`src/rtl/rv32_pkg.sv`:
```
// Shared RV32I fetch-stage types, constants and the B-type immediate decoder.
package rv32_pkg;

  localparam int unsigned XLEN = 32;

  localparam logic [6:0]      OPCODE_BRANCH = 7'b1100011;
  localparam logic [XLEN-1:0] NOP_INSTR     = 32'h0000_0013;

  typedef enum logic [0:0] {
    RUN    = 1'b0,
    BUBBLE = 1'b1
  } fetch_state_e;

  // IF/ID boundary payload
  typedef struct packed {
    logic [XLEN-1:0] instr;
    logic [XLEN-1:0] pc;
    logic            misalign;
    logic            pred_taken;
  } if_id_beat_t;

  // Sign-extended B-type immediate (bit 0 is always zero)
  function automatic logic [XLEN-1:0] imm_b(input logic [XLEN-1:0] instr);
    logic unused_bits;
    unused_bits = ^{instr[24:12], instr[6:0]};
    return {{19{instr[31]}}, instr[31], instr[7], instr[30:25], instr[11:8], 1'b0};
  endfunction

endpackage

```
`src/rtl/if_btfn_predictor.sv`:
```
// Static backward-taken/forward-not-taken predictor for the word being fetched.
module if_btfn_predictor
  import rv32_pkg::*;
(
  input  logic [XLEN-1:0] instr_i,
  input  logic [XLEN-1:0] pc_i,
  output logic            taken_c,
  output logic [XLEN-1:0] target_c
);

  logic [XLEN-1:0] imm_c;

  // Only backward conditional branches are predicted taken
  always_comb begin
    imm_c    = imm_b(instr_i);
    taken_c  = (instr_i[6:0] == OPCODE_BRANCH) && imm_c[XLEN-1];
    target_c = taken_c ? (pc_i + imm_c) : (pc_i + XLEN'(4));
  end

endmodule

```
`src/rtl/if_fetch_stage.sv`:
```
// RV32I instruction-fetch stage: PC, IF/ID register, decode handshake and EX redirect.
// Optional static prediction is enabled by defining IF_BTFN_PREDICT_EN.
module if_fetch_stage
  import rv32_pkg::*;
#(
  parameter logic [XLEN-1:0] RESET_PC  = 32'h0000_0000,
  parameter logic [XLEN-1:0] NOP_INSTR = rv32_pkg::NOP_INSTR
) (
  input  logic            clk,
  input  logic            rst,
  output logic [XLEN-1:0] i_mem_addr,
  input  logic [XLEN-1:0] i_mem_rdata,
  output logic            id_valid,
  input  logic            id_ready,
  output logic [XLEN-1:0] id_instr,
  output logic [XLEN-1:0] id_pc,
  output logic            id_misalign,
  output logic            id_pred_taken,
  input  logic            ex_redirect,
  input  logic [XLEN-1:0] ex_target,
  output logic [XLEN-1:0] fetch_count
);

  fetch_state_e    state_q, state_d;
  logic [XLEN-1:0] pc_q, pc_d;
  logic            valid_q, valid_d;
  if_id_beat_t     beat_q, beat_d;
  logic            mis_pend_q, mis_pend_d;
  logic [XLEN-1:0] fetch_count_q, fetch_count_d;

  logic            advance_c;
  logic            pred_taken_c;
  logic [XLEN-1:0] next_pc_c;

`ifdef IF_BTFN_PREDICT_EN
  if_btfn_predictor u_btfn_predictor (
    .instr_i  (i_mem_rdata),
    .pc_i     (pc_q),
    .taken_c  (pred_taken_c),
    .target_c (next_pc_c)
  );
`else
  assign pred_taken_c = 1'b0;
  assign next_pc_c    = pc_q + XLEN'(4);
`endif

  assign advance_c = !valid_q || id_ready;

  // FSM next state: a redirect always (re)starts the bubble
  always_comb begin
    state_d = state_q;
    unique case (state_q)
      RUN:     if (ex_redirect) state_d = BUBBLE;
      BUBBLE:  state_d = ex_redirect ? BUBBLE : RUN;
      default: state_d = RUN;
    endcase
  end

  // Datapath next state: redirect > advance > hold
  always_comb begin
    pc_d          = pc_q;
    valid_d       = valid_q;
    beat_d        = beat_q;
    mis_pend_d    = mis_pend_q;
    fetch_count_d = fetch_count_q;

    if (valid_q && id_ready && !ex_redirect) begin
      fetch_count_d = fetch_count_q + XLEN'(1);
    end

    if (ex_redirect) begin
      pc_d              = {ex_target[XLEN-1:2], 2'b00};
      mis_pend_d        = (ex_target[1:0] != 2'b00);
      valid_d           = 1'b0;
      beat_d.instr      = NOP_INSTR;
      beat_d.misalign   = 1'b0;
      beat_d.pred_taken = 1'b0;
    end else if (advance_c) begin
      pc_d              = next_pc_c;
      mis_pend_d        = 1'b0;
      valid_d           = 1'b1;
      beat_d.instr      = i_mem_rdata;
      beat_d.pc         = pc_q;
      beat_d.misalign   = mis_pend_q;
      beat_d.pred_taken = pred_taken_c;
    end
  end

  always_ff @(posedge clk) begin
    if (rst) begin
      state_q       <= RUN;
      pc_q          <= RESET_PC;
      valid_q       <= 1'b0;
      beat_q        <= '{instr: NOP_INSTR, pc: '0, misalign: 1'b0, pred_taken: 1'b0};
      mis_pend_q    <= 1'b0;
      fetch_count_q <= '0;
    end else begin
      state_q       <= state_d;
      pc_q          <= pc_d;
      valid_q       <= valid_d;
      beat_q        <= beat_d;
      mis_pend_q    <= mis_pend_d;
      fetch_count_q <= fetch_count_d;
    end
  end

  assign i_mem_addr    = pc_q;
  assign id_valid      = valid_q;
  assign id_instr      = beat_q.instr;
  assign id_pc         = beat_q.pc;
  assign id_misalign   = beat_q.misalign;
  assign id_pred_taken = beat_q.pred_taken;
  assign fetch_count   = fetch_count_q;

endmodule

```
`config.mk`:
```
export PLATFORM = sky130hd
export DESIGN_NAME = if_fetch_stage
export DESIGN_NICKNAME = d
export VERILOG_FILES = /design/src/rtl/rv32_pkg.sv /design/src/rtl/if_btfn_predictor.sv /design/src/rtl/if_fetch_stage.sv
export SDC_FILE = /design/constraint.sdc
export NUM_CORES = 1
export LEC_CHECK = 0
export CAP_MARGIN = 20
export CORE_UTILIZATION = 25
export CTS_CLUSTER_DIAMETER = 150
export CTS_CLUSTER_SIZE = 24
export DETAILED_ROUTE_END_ITERATION = 12
export PLACE_DENSITY = 0.55
export SLEW_MARGIN = 20
export SYNTH_ARGS = -nofsm -noshare
export SYNTH_HDL_FRONTEND = slang
export SYNTH_HIERARCHICAL = 1
export SYNTH_SLANG_ARGS = --single-unit
```
`constraint.sdc`:
```
create_clock -name clk -period 1.9 [get_ports clk]
set_input_delay 0.285 -clock clk [delete_from_list [all_inputs] [get_ports clk]]
set_output_delay 0.285 -clock clk [all_outputs]
set_load 0.01 [all_outputs]
```
==> results of run 1 <==
==> worst paths after layout <==
kind / startpoint / endpoint / depth (start not counted)
worst max-delay path: i_mem_addr[5] / i_mem_addr[5] / 2
worst min-delay path: rst / i_mem_addr[30] / 4
worst max register to register: fetch_count[5] / fetch_count[31] / 4
worst min register to register: id_instr[10] / id_instr[10] / 2
==> kinds of logic (layout without fill, tap and decap cells) <==
| group | after synthesis | after routing | share of synthesized area |
|---|---|---|---|
| AND/OR/NAND/NOR | 357 | 357 | 0.312 |
| AO/OA/AOI/OAI | 147 | 147 | 0.154 |
| flip-flops | 127 | 127 | 0.446 |
| buffers and inverters | 56 | 320 | 0.0438 |
| XOR/XNOR | 19 | 19 | 0.0292 |
| multiplexers | 5 | 5 | 0.00987 |
| adder cells (fa/ha/maj) | 2 | 2 | 0.00438 |
| other | 1 | 5 | 0.000657 |
==> synth_stat cells, drive strengths merged, types with 8 or more instances <==
| library cell | n | share of area |
|---|---|---|
| or4 | 20 | 0.027 |
| and4 | 12 | 0.018 |
| nor3 | 10 | 0.0088 |
| nand3 | 30 | 0.027 |
| nand4 | 27 | 0.032 |
| or3 | 9 | 0.0099 |
| nor2 | 42 | 0.028 |
| a21oi | 83 | 0.073 |
| xnor2 | 11 | 0.017 |
| o21ai | 9 | 0.0079 |
| clkbuf | 32 | 0.021 |
| dfxtp | 127 | 0.45 |
| xor2 | 8 | 0.012 |
| buf | 20 | 0.020 |
| nand2 | 166 | 0.11 |
| nor4 | 8 | 0.0088 |
| a211oi | 9 | 0.012 |
| o31ai | 16 | 0.021 |
| a31oi | 9 | 0.0099 |
| nor2b | 9 | 0.0099 |
==> power by group <==
group	internal (mW)	switching, mW	total [mW]
logic	0.473	0.398	0.871
registers	2.77	0.0766	2.85
clock network	2.13	1.29	3.42
==> flip-flops by register name, summed over array words and instances (netlist names) <==
register / flops
id_instr: 32
id_valid: 1
id_pc: 30
id_misalign: 1
mis_pend_q: 1
i_mem_addr: 30
fetch_count: 32
==> area by class of cell <==
cell class	count	area share
Multi-Input combinational cell	535	0.323
Clock inverter	13	0.0178
Tap cell	280	0.0383
Clock buffer	19	0.0495
Timing Repair Buffer	284	0.291
Sequential cell	127	0.278
Inverter	4	0.00164
==> what timing repair did <==
item | CTS | global route
gates resized for setup | 0 | 9
setup buffers | 0 | 1
setup endpoints to repair | 0 | 8
==> worst max-delay path: stages, from the launching register on <==
cell,delay (ns)
dfxtp_1,0.39
buf_4,0.18
clkdlybuf4s50_1,0.56
==> layer usage <==
| layer | GRT usage | vias to the layer above | routed length [um] |
|---|---|---|---|
| met5 | 0 | - | 0 |
| met4 | 0.0500 | 0 | 196 |
| met3 | 0.0564 | 16 | 1190 |
| met2 | 0.266 | 142 | 8810 |
| met1 | 0.218 | 2887 | 9340 |
| li1 | - | 3070 | - |
==> flow_summary.json, run 1 <==
{
  "layoutNonFillerInstCount": 1262,
  "yosys.cell_types.count": 54,
  "cts_max_level": 4,
  "cts_buffers": 17,
  "drc": 0,
  "die_w_um": 153,
  "final_cell_mix": "clkdlybuf4s50_1 (192), nand2_1 (165), dfxtp_1 (124)",
  "track_usage": 0.169,
  "dieArea_um2": 23400,
  "routed_via_density": 4.85,
  "ys_ff_latch": 127,
  "pre_cts_slack_ns": -0.258,
  "utilization": 0.414,
  "powerDensity_nw_per_um2": 780,
  "regArea_um2": 2550,
  "multi_input_area_um2": 2960,
  "first_pass_iters": 4,
  "final.min_clock_period_ns": 1.83,
  "postRouteAntennaNets": 0,
  "vias": 6115,
  "clk_latency_ns": 0.42,
  "wirelength_um": 19500,
  "cts_hold_buf": 0,
  "fin_crit_sh": 0.961,
  "gp_congestion": 0.781,
  "critPathMaxFanout": 6,
  "initial_utilization": 0.258,
  "crit_arrival_ns": 1.54,
  "ys_async_sr_fraction": 0,
  "required_ns": 1.62,
  "synth_cells": 714,
  "fp.dieH_um": 153,
  "crit_path_end_kind": "primary output",
  "grt_pass1_vias": 5849,
  "setup_tns_ns": 0,
  "synth-seq-area-share": 0.446,
  "postLayoutSetupSlackWorst_ns": 0.0741,
  "max_cap_violations": 0,
  "netlist_area_um2": 5710,
  "clock_path_buffers": 2,
  "synth-main-ff-cell": "dfxtp_1",
  "worstHoldPathType": "in2reg",
  "grt_antenna_before_repair": 0,
  "fin_skew_ns": 0.0119,
  "r2r_slack_ns": 0.09,
  "rows": 54,
  "drt-initial-drc-count": 262,
  "clock_sinks": 127,
  "grt_max_degree": 56,
  "setup_viol": 0,
  "antenna_cells": 0,
  "crit_path_start_kind": "flip-flop",
  "dp_hpwl_um": 14000,
  "area_growth_syn_to_layout_pct": 60.2,
  "slew_viol_final": 0,
  "fmax_mhz": 548,
  "final_common_cell": "clkdlybuf4s50_1",
  "avgSynthCellArea_um2": 7.99,
  "nFillCells": 2256,
  "cts.clk_slew.worst_paths_ns": 0.06,
  "globalRouteOverflowTotal": 0,
  "synth_edf_count": 0,
  "clock-root-buffer": "clkbuf_16",
  "worst_pin_slew_ns": 0.606,
  "whs_ns": 0.249,
  "core-area_um2": 22100,
  "port_buffers": 193,
  "drive_gt1_frac": 0.150,
  "status": "finished, final reports clean",
  "leakagePower_nw": 3.28,
  "ir_worst_vdd_mv": 0.542,
  "stdcell_area_um2": 9150,
  "ios": 199,
  "cts_tree": "built",
  "nets": 1039,
  "placed_area_um2": 8500,
  "relSlewSlack": 0.596,
  "hold_viol_final": 0,
  "yosys_warnings": 6,
  "path_class": "reg2out",
  "grt_pass1_wl_um": 31300,
  "dp.cells": 1229,
  "finalPower_mw": 7.14,
  "wl_per_cell_um": 15.5
}
Power figures use the tool's default switching activity.
==> run 2, diff against run 1 <==
Settings changed: SYNTH_HIERARCHICAL 1 to default.
==> results of run 2 <==
The final DEF is identical to that of run 1; final timing and power are the same.
Among the figures that moved: Yosys warning count 6 -> 0
==> run 3, diff against run 2 <==
Settings changed: CORE_MARGIN from default to 1.5, SLEW_MARGIN 20 to default.
==> run 3 against run 2 <==
Compared with the run above: flip-flop and latch count unchanged; hold slack better by 0.024 ns; via count down 0.70%; combinational power down 2%.
==> flow_summary.json, run 3 <==
{
  "powerDensity_nw_per_um2": 789,
  "clock_sinks": 127,
  "setup_tns_ns": 0,
  "ios": 199,
  "pre_cts_slack_ns": -0.322,
  "crit_path_end_kind": "primary output",
  "initial_utilization": 0.254,
  "grt_antenna_before_repair": 0,
  "critPathMaxFanout": 6,
  "synth-seq-area-share": 0.446,
  "wirelength_um": 19000,
  "cts_tree": "built",
  "routed_via_density": 4.78,
  "final_cell_mix": "clkdlybuf4s50_1 (192), nand2_1 (166), dfxtp_1 (126)",
  "final_common_cell": "clkdlybuf4s50_1",
  "clock-root-buffer": "clkbuf_16",
  "worstPathCellList": "buf_4 -> clkdlybuf4s50_1",
  "stdcell_area_um2": 9150,
  "synth_edf_count": 0,
  "ys_async_sr_fraction": 0,
  "fin_crit_sh": 0.965,
  "slew_viol_final": 0,
  "wl_per_cell_um": 15.0,
  "critical_path.startpoint": "i_mem_addr[6]",
  "synth-main-ff-cell": "dfxtp_1",
  "vias": 6072,
  "globalRouteOverflowTotal": 0,
  "p_seq_frac": 0.395,
  "path_class": "reg2out",
  "clock_path_buffers": 2,
  "port_buffers": 193,
  "crit_path_start_kind": "flip-flop",
  "cpPeakStageDelay_ns": 0.53,
  "yosys.cell_types.count": 54,
  "drc": 0,
  "cts.clk_slew.worst_paths_ns": 0.06,
  "rr_startpoint": "i_mem_addr[3]",
  "setup_viol": 0,
  "synth_area_leader_cell": "dfxtp_1",
  "crit_family": "buffers and inverters",
  "switching_share": 0.242,
  "die_w_um": 154,
  "dp_hpwl_um": 13900,
  "netlist_area_um2": 5710,
  "first_pass_iters": 5,
  "area_growth_syn_to_layout_pct": 60.3,
  "required_ns": 1.62,
  "nets": 1041,
  "p_sw_mw": 1.74,
  "placed_area_um2": 8500,
  "drive_gt1_frac": 0.146,
  "core-area_um2": 22500,
  "dieArea_um2": 23700,
  "clkPwrFrac": 0.487,
  "yosys_warnings": 0,
  "track_usage": 0.161,
  "drt-initial-drc-count": 264,
  "crit_arrival_ns": 1.55,
  "grt_max_degree": 45,
  "final.min_clock_period_ns": 1.83,
  "fp.dieH_um": 154,
  "antenna_cells": 0,
  "status": "finished, final reports clean",
  "clk_latency_ns": 0.42,
  "hold_viol_final": 0,
  "ir_worst_vdd_mv": 0.447,
  "postRouteAntennaNets": 0,
  "max_cap_violations": 0,
  "gp_congestion": 0.807,
  "cts_buffers": 17,
  "fmax_mhz": 546,
  "combPwrFrac": 0.119,
  "cts_hold_buf": 0,
  "leakagePower_nw": 3.29,
  "yosys-top-cells-count": "nand2_1 (166), dfxtp_1 (127), a21oi_1 (83)",
  "ys_ff_latch": 127,
  "grt_pass1_vias": 5680,
  "cp.buffers_inverters": 2,
  "cpMaxStageDelayCell": "clkdlybuf4s50_1",
  "p_int_mw": 5.47,
  "cts_max_level": 4,
  "postLayoutSetupSlackWorst_ns": 0.0669,
  "avgSynthCellArea_um2": 7.99,
  "ys_top_cells_by_area": "dfxtp_1 (45%), nand2_1 (11%), a21oi_1 (7.3%), nand4_1 (2.9%), nor2_1 (2.8%)",
  "grt_pass1_wl_um": 30300,
  "yosysMostFrequentCell": "nand2_1",
  "fin_skew_ns": 0.0115,
  "worstHoldPathType": "in2reg",
  "synth_cells": 714,
  "hp-start": "rst",
  "rows": 55,
  "synth_top_area_frac": 0.446
}
## run 3: power by group through the flow
| stage | Clock (mW) | Sequential, mW | Combinational, mW |
|---|---|---|---|
| global route | 3.75 | 2.86 | 0.936 |
| floorplan | 0 | 2.96 | 0.269 |
| global placement | 0 | 2.90 | 0.860 |
| CTS | 3.61 | 2.85 | 0.867 |
| detailed placement | 0 | 2.90 | 0.861 |
| finish | 3.51 | 2.85 | 0.857 |
## run 3: per-layer routing
metal / global-route usage / part of all wire
met1: 0.209 / 0.46
met2: 0.252 / 0.45
met3: 0.0530 / 0.070
met4: 0.0476 / 0.013
met5: 0 / 0
## run 3: logic make-up after synthesis
group,share of synthesized area
buffers and inverters,0.0438
AO/OA/AOI/OAI,0.154
flip-flops,0.446
XOR/XNOR,0.0292
adder cells (fa/ha/maj),0.00438
other,0.000657
AND/OR/NAND/NOR,0.312
multiplexers,0.00987
## run 3: final timing paths
kind | slack (ns) | cells after the start | end
max | 0.07 | 2 | i_mem_addr[6]
min reg2reg | 0.45 | 2 | id_instr[29]
min | 0.27 | 4 | i_mem_addr[30]
max reg2reg | 0.09 | 5 | i_mem_addr[24]
## run 3: tightest hold or removal path, stage by stage
cell     delay (ns)
buf_4          0.11
or4_1          0.10
or4_2          0.09
nand3_1        0.05
## run 3: cell type report
type                    count  area, um^2
clock inverters            13         186
well taps                 285         357
fillers                  2307       13400
clock buffers              19         443
inverters                   4        15.0
multi-input cells         535        2950
repair buffers            286        2650
flip-flops and latches    127        2540
## run 3: metrics by stage
step	std cells	util	hold WS [ns]	power [mW]
3_3_place_gp	1236	0.378	0.437	3.76
6_report	1269	0.407	0.273	7.22
4_1_cts	1268	0.406	0.262	7.32
3_5_place_dp	1236	0.378	0.443	3.77
5_1_grt	1269	0.407	0.288	7.55
2_1_floorplan	718	-	0.408	3.23
## run 3: what timing repair did
action,in CTS,in global routing
gates resized for setup,0,4
setup buffers,0,1
setup endpoints to repair,0,5
hold endpoints to repair,0,0
